### src/rtl/instr_fetch_unit.sv
// Fetch stage: PC register driving a combinational instruction ROM.
// Fetched {instr, pc} pairs go to decode through a 2-entry valid/ready buffer.
module instr_fetch_unit #(
    parameter int          Nloc    = 64,
    parameter int          Dbits   = 32,
    parameter logic [31:0] BASE_PC = 32'h0040_0000
) (
    input  logic                    clk,
    input  logic                    reset_n,
    output logic [$clog2(Nloc)-1:0] imem_addr,
    input  logic [Dbits-1:0]        imem_data,
    input  logic                    redirect_valid,
    input  logic [31:0]             redirect_pc,
    output logic                    out_valid,
    input  logic                    out_ready,
    output logic [Dbits-1:0]        out_instr,
    output logic [31:0]             out_pc,
    output logic                    fault,
    output logic [1:0]              fault_code,
    output logic [31:0]             fault_pc,
    output logic [15:0]             retired_cnt
);

    localparam int          AW        = $clog2(Nloc);
    localparam logic [31:0] ROM_BYTES = 32'(Nloc * 4);

    typedef enum logic [0:0] {RUN = 1'b0, FAULT = 1'b1} state_t;

    state_t           state;
    logic [31:0]      pc;
    logic             e1_valid;
    logic [Dbits-1:0] e1_instr;
    logic [31:0]      e1_pc;

    logic [31:0] pc_off;
    logic        in_range;
    logic        pop;
    logic        space;
    logic        redirect_bad;
    logic        redirect_ok;
    logic        range_fault;
    logic        push;
    logic [1:0]  count;
    logic [1:0]  rem;

    assign imem_addr = pc_off[AW+1:2];

    // Per-cycle fetch decisions; the head entry lives in out_*, the second in e1_*.
    always_comb begin
        pc_off       = pc - BASE_PC;
        in_range     = (pc_off < ROM_BYTES);
        pop          = out_valid && out_ready;
        count        = {1'b0, out_valid} + {1'b0, e1_valid};
        space        = (count < 2'd2) || pop;
        redirect_bad = (state == RUN) && redirect_valid && (redirect_pc[1:0] != 2'b00);
        redirect_ok  = (state == RUN) && redirect_valid && (redirect_pc[1:0] == 2'b00);
        range_fault  = (state == RUN) && !redirect_valid && !in_range;
        push         = (state == RUN) && !redirect_valid && in_range && space;
        rem          = count - {1'b0, pop};
    end

    // PC, fault state, retire counter and output buffer.
    always_ff @(posedge clk) begin
        if (!reset_n) begin
            state       <= RUN;
            pc          <= BASE_PC;
            out_valid   <= 1'b0;
            out_instr   <= {Dbits{1'b0}};
            out_pc      <= 32'd0;
            e1_valid    <= 1'b0;
            e1_instr    <= {Dbits{1'b0}};
            e1_pc       <= 32'd0;
            fault       <= 1'b0;
            fault_code  <= 2'b00;
            fault_pc    <= 32'd0;
            retired_cnt <= 16'd0;
        end else begin
            if (pop) begin
                retired_cnt <= retired_cnt + 16'd1;
            end

            case (state)
                RUN: begin
                    if (redirect_bad) begin
                        state      <= FAULT;
                        fault      <= 1'b1;
                        fault_code <= 2'b01;
                        fault_pc   <= redirect_pc;
                    end else if (redirect_ok) begin
                        pc <= redirect_pc;
                    end else if (range_fault) begin
                        state      <= FAULT;
                        fault      <= 1'b1;
                        fault_code <= 2'b10;
                        fault_pc   <= pc;
                    end else if (push) begin
                        pc <= pc + 32'd4;
                    end
                end
                FAULT: begin
                    state <= FAULT;
                end
                default: begin
                    state <= FAULT;
                end
            endcase

            if (redirect_bad || redirect_ok) begin
                // Flush; out_instr/out_pc keep their last value.
                out_valid <= 1'b0;
                e1_valid  <= 1'b0;
            end else begin
                if (pop) begin
                    out_valid <= e1_valid;
                    e1_valid  <= 1'b0;
                    if (e1_valid) begin
                        out_instr <= e1_instr;
                        out_pc    <= e1_pc;
                    end
                end
                if (push) begin
                    case (rem)
                        2'd0: begin
                            out_valid <= 1'b1;
                            out_instr <= imem_data;
                            out_pc    <= pc;
                        end
                        2'd1: begin
                            e1_valid <= 1'b1;
                            e1_instr <= imem_data;
                            e1_pc    <= pc;
                        end
                        default: begin
                            e1_valid <= e1_valid;
                        end
                    endcase
                end
            end
        end
    end

endmodule

### config.mk
export PLATFORM = sky130hd
export DESIGN_NAME = instr_fetch_unit
export DESIGN_NICKNAME = d
export VERILOG_FILES = /design/src/rtl/instr_fetch_unit.sv
export SDC_FILE = /design/constraint.sdc
export NUM_CORES = 1
export LEC_CHECK = 0
export CAP_MARGIN = 30
export CORE_MARGIN = 1.5
export CORE_UTILIZATION = 56
export CTS_BUF_LIST = sky130_fd_sc_hd__clkbuf_8
export DETAILED_ROUTE_END_ITERATION = 10
export MAX_ROUTING_LAYER = met4
export PLACE_DENSITY_LB_ADDON = 0.12
export SLEW_MARGIN = 20
export SYNTH_ARGS = -nofsm -noshare
export SYNTH_HDL_FRONTEND = slang
export SYNTH_SLANG_ARGS = --single-unit
export TNS_END_PERCENT = 20
### constraint.sdc
create_clock -name clk -period 4.9 [get_ports clk]
set_input_delay 0.98 -clock clk [delete_from_list [all_inputs] [get_ports clk]]
set_output_delay 0.98 -clock clk [all_outputs]
set_load 0.005 [all_outputs]
==> flow_summary.ini <==
[outcome]
outcome = finished clean

[floorplanning]
dieArea_um2 = 15400
core_um2 = 14400
start_util_pct = 56.8
ioPinCount = 190
row_count = 44
die_w_um = 124
die_h_um = 124

[timing]
min_period_ps = 3700
rsz0062_at_grt = false
worst_slack_ps = 1200
slew_headroom_pct = 32.9
tns_ps = 0
tightest_slew_ps = 1000
setup_viol = 0
fin_crit_sh_pct = 75.6
fin_skew_ps = 20.7
finalHoldViolations = 0
slew_viol_final = 0
fmax_mhz = 270

[setup_path]
critical_path_class = input pin to register
crit_arrival_ps = 4090
required_ps = 5280
path_max_fanout = 34
end_kind = register
start_kind = input pin

[global_route]
grt_pass1_vias = 6551
antenna_found_initial = 0
grt_max_degree = 65
grt_usage_pct = 27.6
grt_overflow = 0
grt_pass1_wl_um = 32900

[synthesis]
synth_compound_area_share_pct = 19.2
synthDistinctLibCells = 51
syn_nets = 958
synth_top_family_by_area = compound AO/OA/AOI/OAI gates
synth_edf_count = 0
ys_seq_elements = 214
synth-simple-area-share_pct = 19.1
ys_seq_area_share_pct = 52.3
synthXorXnorAreaFrac_pct = 1.39
synth_area_um2 = 8200
synthFlopType = dfxtp_1
synth_cells = 884
ys_warn_count = 0
syn_area_per_cell_um2 = 9.27
synthArstFlopShare_pct = 0
synthAdderAreaFrac_pct = 1.01
synth_mux_area_share_pct = 2.60

[clock_network]
cts.path.max_buffers = 3
post_cts_buffers = 0
cts_made_buffers = 35
cts-resized-gates = 0
clock_latency_ps = 520
hold_buffers = 0
clock_sinks = 214
h-tree-depth = 2
path_clk_slew_ps = 60
root_buffer = clkbuf_8
cts_tree = built

[final_layout]
antenna_cells = 0
mostFrequentLayoutCell = dfxtp_1
layout-drive-gt1-share_pct = 7.72
mostFrequentLayoutCells = dfxtp_1, clkdlybuf4s50_1, nand2_1
finalNetCount = 1126
n_fill_cell = 1063
area_growth_pct = 32.3

[place]
gp_congestion = 0.842
dpl_worst_slack_ps = 760
port-buffer-count = 189
dp_hpwl_um = 13200

[drt]
drc = 0
viasPerCell = 5.71
drt_pass1_iterations = 6
antenna_left = 0
vias = 7194
wl_um = 20800
first_iter_violations = 672
detail_route.wl_per_cell_um = 16.6

[power_and_ir_drop]
ir_drop_mv = 0.234
leakagePower_nw = 4.13
power_density_nw_per_um2 = 364

[job]
max-cap-violations = 0

[min_path]
hold_class = register to register
-- routing by layer --
metal	global-route usage (%)	routed length, um	vias up
li1	-	-	3497
met1	36.6	9440	3419
met2	42.4	9620	238
met3	6.41	1350	40
met4	8.31	430	0
met5	-	0	-
-- worst max-delay path, stage by stage --
cell             delay [ps]
clkdlybuf4s50_1         470
nand2_1                 300
inv_2                   130
ha_1                    260
xnor2_1                 250
o2111ai_1               260
o31ai_2                 440
nor2_4                  270
buf_4                   320
a221o_1                 390
-- metrics by stage --
stage	util, %	power, mW	cells	hold slack [ps]	instance area, um2
2_1_floorplan	-	2.20	884	434	8200
3_3_place_gp	70.4	2.49	1198	441	10200
3_5_place_dp	70.6	2.50	1199	445	10200
4_1_cts	75.2	3.96	1259	454	10800
5_1_grt	75.2	4.12	1259	474	10800
6_report	75.2	3.94	1259	453	10800
-- cells in the mapped netlist, drive strengths merged, types with 3 or more instances --
master / n / area, um2
a22o: 23 / 201
nor2b: 3 / 18.8
clkbuf: 41 / 154
a311oi: 4 / 35.0
and4: 5 / 43.8
nor4: 6 / 71.3
nand3: 8 / 40.0
o31ai: 4 / 40.0
nand4: 5 / 52.6
xor2: 6 / 52.6
o32ai: 4 / 35.0
inv: 10 / 37.5
xnor2: 7 / 61.3
nor2: 53 / 199
o21ai: 26 / 130
nor3: 8 / 45.0
a211oi: 17 / 128
ha: 5 / 62.6
a21oi: 89 / 445
nand2: 154 / 578
a22oi: 12 / 90.1
dfxtp: 214 / 4280
a221o: 40 / 400
mux2i: 19 / 190
buf: 31 / 168
and3: 64 / 400
or3: 8 / 50.1
-- cell type report --
type	count	area, um2	share of cell area, %
inverters	11	43.8	0.404
well taps	184	230	2.12
clock inverters	17	75.1	0.692
clock buffers	43	592	5.46
multi-input cells	587	3600	33.2
flip-flops and latches	214	4280	39.5
repair buffers	203	2020	18.6
-- power by group --
group	switching, mW	internal [mW]	leakage (nW)	total, mW
clock	0.685	0.791	0.385	1.48
combinational	0.302	0.282	2.01	0.584
sequential	0.0592	1.82	1.73	1.88
-- flip-flops by register name (all words and copies together), names as in the netlist, named ones only --
register / flops
e1_valid: 1
pc: 32
e1_pc: 32
retired_cnt: 16
e1_instr: 32
fault: 1
out_instr: 32
fault_code: 2
out_pc: 32
state: 1
fault_pc: 32
-- cells by family (layout without fill, tap and decap cells) --
| group | after synthesis | after routing |
|---|---|---|
| buffers and inverters | 83 | 274 |
| muxes | 21 | 21 |
| xor gates and xnor gates | 13 | 13 |
| AOI/OAI and AO/OA | 226 | 226 |
| and+or+nand+nor | 321 | 321 |
| DFF | 214 | 214 |
| adders and majority gates | 6 | 6 |
-- worst paths after layout --
| kind | endpoint | startpoint | slack, ps | cells after the start |
|---|---|---|---|---|
| worst max-delay path | out_instr[23] | out_ready | 1200 | 10 |
| worst min-delay path | e1_instr[28] | e1_instr[28] | 450 | 2 |
| worst max register to register | out_instr[23] | register | 1670 | 9 |
| worst min register to register | e1_instr[28] | e1_instr[28] | 450 | 2 |
Power figures use the tool's default switching activity.
==> variant 1, RTL diff (same settings) <==
Put one more register stage on the output `fault_pc`, without a reset. The value now appears one clock later. The other outputs are not delayed to match.
--- a/src/rtl/instr_fetch_unit.sv
+++ b/src/rtl/instr_fetch_unit.sv
@@ -27,2 +27,4 @@
     typedef enum logic [0:0] {RUN = 1'b0, FAULT = 1'b1} state_t;
+
+    logic [31:0] fault_pc_s0;
 
@@ -74,3 +76,3 @@
             fault_code  <= 2'b00;
-            fault_pc    <= 32'd0;
+            fault_pc_s0 <= 32'd0;
             retired_cnt <= 16'd0;
@@ -87,3 +89,3 @@
                         fault_code <= 2'b01;
-                        fault_pc   <= redirect_pc;
+                        fault_pc_s0 <= redirect_pc;
                     end else if (redirect_ok) begin
@@ -94,3 +96,3 @@
                         fault_code <= 2'b10;
-                        fault_pc   <= pc;
+                        fault_pc_s0 <= pc;
                     end else if (push) begin
@@ -141,2 +143,6 @@
 
+    always_ff @(posedge clk) begin
+        fault_pc <= fault_pc_s0;
+    end
+
 endmodule
Formal check against the unedited RTL: not equivalent (a bounded check fails within 4 cycles, from zero or initial values and one cycle with reset_n low).
==> variant 1 against the original RTL <==
Sequential share of layout area increased by 1.8 points; power grew 12%; synthesized cell count up 11%; routed wire length is 12% higher; worst hold slack worse by 110 ps; setup slack improved by 390 ps; maximum frequency rose by 12%; global-route usage rose by 0.10 points; critical path depth is the same; sequential cell count grew 32; cell area up 10%; clock power is 14% higher; area after synthesis grew 12%.
==> variant 1: results (changes against the original RTL) <==
Run status
  – Outcome: finished, final reports clean (unchanged)

Placed design
  – Placement Cell Area: 11,100 um2 (was 10,200 um2)
  – Post-Place Cells: 1,311 (was 1,199)
  – Dpl ws: 1110 ps (was 760 ps)
  – Gpl congestion: 0.869 (was 0.842)

Critical path
  – Largest stage delay on the critical path: 530 ps (was 470 ps)
  – Delay-heaviest family, CP: buffers and inverters (was compound AO/OA/AOI/OAI gates)
  – CP Max Fanout: 32 (was 34)
  – CP max stage cell: clkdlybuf4s50_1 (unchanged)
  – Worst Path Arrival: 3720 ps (was 4090 ps)

Logic synthesis
  – Top post-synthesis cells by count: dfxtp_1, nand2_1, a22oi_1, nand3_1, a21oi_1 (was dfxtp_1, nand2_1, a21oi_1, and3_1, nor2_1)
  – Sequential area share after synthesis: 0.538 (was 0.523)
  – Largest cells by area after synthesis: dfxtp_1, a22oi_1, nand3_1 (was dfxtp_1, nand2_1, a21oi_1)
  – Synth unique cells: 47 (was 51)

Pwr
  – Flop pwr share: 0.491 (was 0.477)
  – VDD IR-drop max: 0.273 mV (was 0.234 mV)
  – P_leak: 4.45 nW (was 4.13 nW)
  – PD cells: 370 nW/um2 (was 364 nW/um2)
  – Clk network pwr share: 0.380 (was 0.374)
  – Sw power: 1.14 mW (was 1.05 mW)

Timing
  – Clk_skew: 22.0 ps (was 20.7 ps)
  – Slew headroom: 0.507 (was 0.329)

Final layout
  – Final nets: 1,214 (was 1,126)
  – Filler instances: 1,150 (was 1,063)
  – Layout cells sized above 1: 0.0814 (was 0.0772)

Global route
  – Vias in the first global route: 7,469 (was 6,551)
  – Tot GR Track Use: 0.277 (was 0.276)
  – Largest net degree at the start of global routing: 95 (was 65)
  – First-pass GRT wire length: 36.9 mm (was 32.9 mm)

Routing
  – DRT iter0 DRCs: 626 (was 672)
  – Vias per std cell: 5.83 (was 5.71)
  – Final WL: 23.4 mm (was 20.8 mm)
  – Routed len/inst: 16.9 um (was 16.6 um)
  – First-pass detailed-route iteration total: 5 (was 6)

Clock tree
  – Number of CTS-inserted buffers: 40 (was 35)
  – Worst-Skew Late Latency: 530 ps

Floorplanning
  – Die area: 17,100 um2 (was 15,400 um2)
==> variant 1: cell count changes in the layout (fill, tap and decap cells not counted), moves of 16 or more <==
cell	delta
dfxtp_1	+32
nand3_1	+75
nand2_1	-51
nor3_1	+42
and3_1	-34
o21ai_0	+18
a22o_1	-23
a22oi_1	+83
a211oi_1	-16
mux2i_1	-17
a21oi_1	-26
==> variant 1: path summary, 6_finish.rpt <==
check                                         endpoint  slack, ps  cells past startpoint
worst max-delay path            out_pc[7]$_SDFFE_PN0N_       1590                     10
worst min register to register    fault_pc[27]$_DFF_P_        340                      0
worst max register to register  out_pc[7]$_SDFFE_PN0N_       2000                      9
worst min-delay path              fault_pc[27]$_DFF_P_        340                      0
==> variant 1: layout make-up <==
| cell class | instances | area, um2 | area share |
|---|---|---|---|
| multi-input combinational | 638 | 3850 | 0.323 |
| inverter | 5 | 21.3 | 0.00178 |
| tap | 216 | 270 | 0.0227 |
| clock inverter | 19 | 75.1 | 0.00630 |
| timing repair buffer | 209 | 2090 | 0.175 |
| sequential | 246 | 4920 | 0.413 |
| clock buffer | 50 | 688 | 0.0577 |
==> variant 1: per-layer routing <==
layer  routed length, um  share of wire  track usage
met5                   0              0            -
met4                 534          0.023        0.108
met3                1690          0.072       0.0586
met2               11000           0.47        0.425
met1               10200           0.44        0.360
==> variant 1: kinds of logic (layout without fill, tap and decap cells) <==
| kind of cell | Yosys count | count (layout) | share of synthesized area |
|---|---|---|---|
| and+or+nand+nor | 357 | 357 | 0.196 |
| AOI/OAI and AO/OA | 256 | 256 | 0.192 |
| DFF | 246 | 246 | 0.538 |
| buffers and inverters | 99 | 283 | 0.0476 |
| xor gates and xnor gates | 17 | 17 | 0.0163 |
| adders and majority gates | 6 | 6 | 0.00902 |
| muxes | 2 | 2 | 0.00219 |
==> variant 2, RTL diff (same flow settings) <==
Without the edit above. The parameter `Dbits` goes from 32 to 24.
--- a/src/rtl/instr_fetch_unit.sv
+++ b/src/rtl/instr_fetch_unit.sv
@@ -4,3 +4,3 @@
     parameter int          Nloc    = 64,
-    parameter int          Dbits   = 32,
+    parameter int          Dbits   = 24,
     parameter logic [31:0] BASE_PC = 32'h0040_0000
Interface: changed (resized imem_data and out_instr); port bits go from 190 to 174. No check against the original RTL was run, so the function may have changed too.
==> variant 2 against the original RTL <==
Maximum frequency decreased by 4.8%; routed wire length increased by 4.3%; setup slack got worse by 190 ps; clock power decreased by 27%; cell area decreased by 4.6%; sequential share of layout area decreased by 1.2 points; area after synthesis decreased by 0.18%; sequential cell count decreased by 16; count of clock-buffer cells in the layout decreased by 23; power decreased by 15%; critical endpoint is now e1_pc[21]$_SDFFE_PN0P_; largest cell class unchanged; largest power group unchanged.
==> variant 2: results (changes against the original RTL) <==
Final layout
  – Filler instances: 1,102 (was 1,063)
  – Final nets: 1,168 (was 1,126)
  – Non-clock inverters: 4 (was 11)
  – Multi-input logic area: 3850 um2 (was 3600 um2)
  – Cell Count, Final, Fillers Out: 1,294 (was 1,259)
  – Clock-cell share of area: 0.0394 (was 0.0615)
  – Util after Layout: 0.734 (was 0.752)

Placed design
  – Dpl ws: 533 ps (was 760 ps)
  – Placement Cell Area: 9920 um2 (was 10,200 um2)
  – Port Buffers: 173 (was 189)
  – Gpl congestion: 0.836 (was 0.842)
  – Detailed Place HPWL: 13.3 mm (was 13.2 mm)

Critical path
  – Delay-heaviest family, CP: simple AND/OR/NAND/NOR gates (was compound AO/OA/AOI/OAI gates)
  – CP Max Fanout: 55 (was 34)
  – Number of cells on the worst reg-to-reg path: 7 (was 9)
  – Worst Path Arrival: 4250 ps (was 4090 ps)
  – Flop2flop setup slack: 1500 ps (was 1670 ps)
  – Reg2reg end: e1_pc[21]$_SDFFE_PN0P_ (was out_instr[23]$_SDFFE_PN0N_)

Clock tree
  – Number of CTS-inserted buffers: 17 (was 35)
  – Htree depth: 4 (was 2)

Logic synthesis
  – Top post-synthesis cells by count: nand2_1, dfxtp_1, a21oi_1, nor2_1, clkbuf_1 (was dfxtp_1, nand2_1, a21oi_1, and3_1, nor2_1)
  – Largest cells by area after synthesis: dfxtp_1, nand2_1, a21oi_1 (unchanged)
  – Compound-cell area share of the yosys netlist: 0.199 (was 0.192)
  – Post-Synthesis Cells: 981 (was 884)
  – Mux cell area share after synthesis: 0.00260 (was 0.0260)
  – Syn_area_per_cell: 8.34 um2 (was 9.27 um2)
  – Sequential area share after synthesis: 0.484 (was 0.523)
  – Adder-cell share of the synthesized area: 0.0101 (about the same)

Routing
  – Met3 wire len: 1.72 mm (was 1.35 mm)
  – DRT iter0 DRCs: 893 (was 672)
  – Vias per std cell: 5.95 (was 5.71)

Timing
  – Worst-margin pin slew: 968 ps (was 1000 ps)
  – Clk_skew: 10.6 ps (was 20.7 ps)

Run status
  – Outcome: finished, final reports clean (unchanged)

Pwr
  – P_leak: 3.59 nW (was 4.13 nW)

Worst hold path
  – HP Start: e1_pc[28]$_SDFFE_PN0P_ (was e1_instr[28]$_SDFFE_PN0P_)
  – Worst hold path endpoint: out_pc[28]$_SDFFE_PN0N_ (was e1_instr[28]$_SDFFE_PN0P_)

Global route
  – Tot GR Track Use: 0.291 (was 0.276)
  – First-pass GRT wire length: 34.4 mm (was 32.9 mm)
  – Vias in the first global route: 6,940 (was 6,551)
  – Grt met2 use: 0.444 (was 0.424)
-- variant 2: power by group --
| part | leakage (nW) | total [mW] | switching [mW] | internal (mW) |
|---|---|---|---|---|
| Clock | 0.213 | 1.08 | 0.543 | 0.536 |
| Combinational | 1.77 | 0.539 | 0.289 | 0.249 |
| Sequential | 1.60 | 1.74 | 0.0594 | 1.68 |
| Total | 3.59 | 3.36 | 0.892 | 2.47 |
-- variant 2: through the flow --
step / power (mW) / hold WS, ps
floorplan: 2.04 / 427
global placement: 2.31 / 438
detailed placement: 2.31 / 439
CTS: 3.37 / 454
global route: 3.50 / 468
finish: 3.36 / 454
-- variant 2: worst register-to-register path, stage by stage, from the launching register on --
cell	delay, ps
dfxtp_1	510
inv_1	90
ha_1	310
ha_1	200
xnor2_1	400
nand2b_1	190
or4_2	1180
and3_1	410
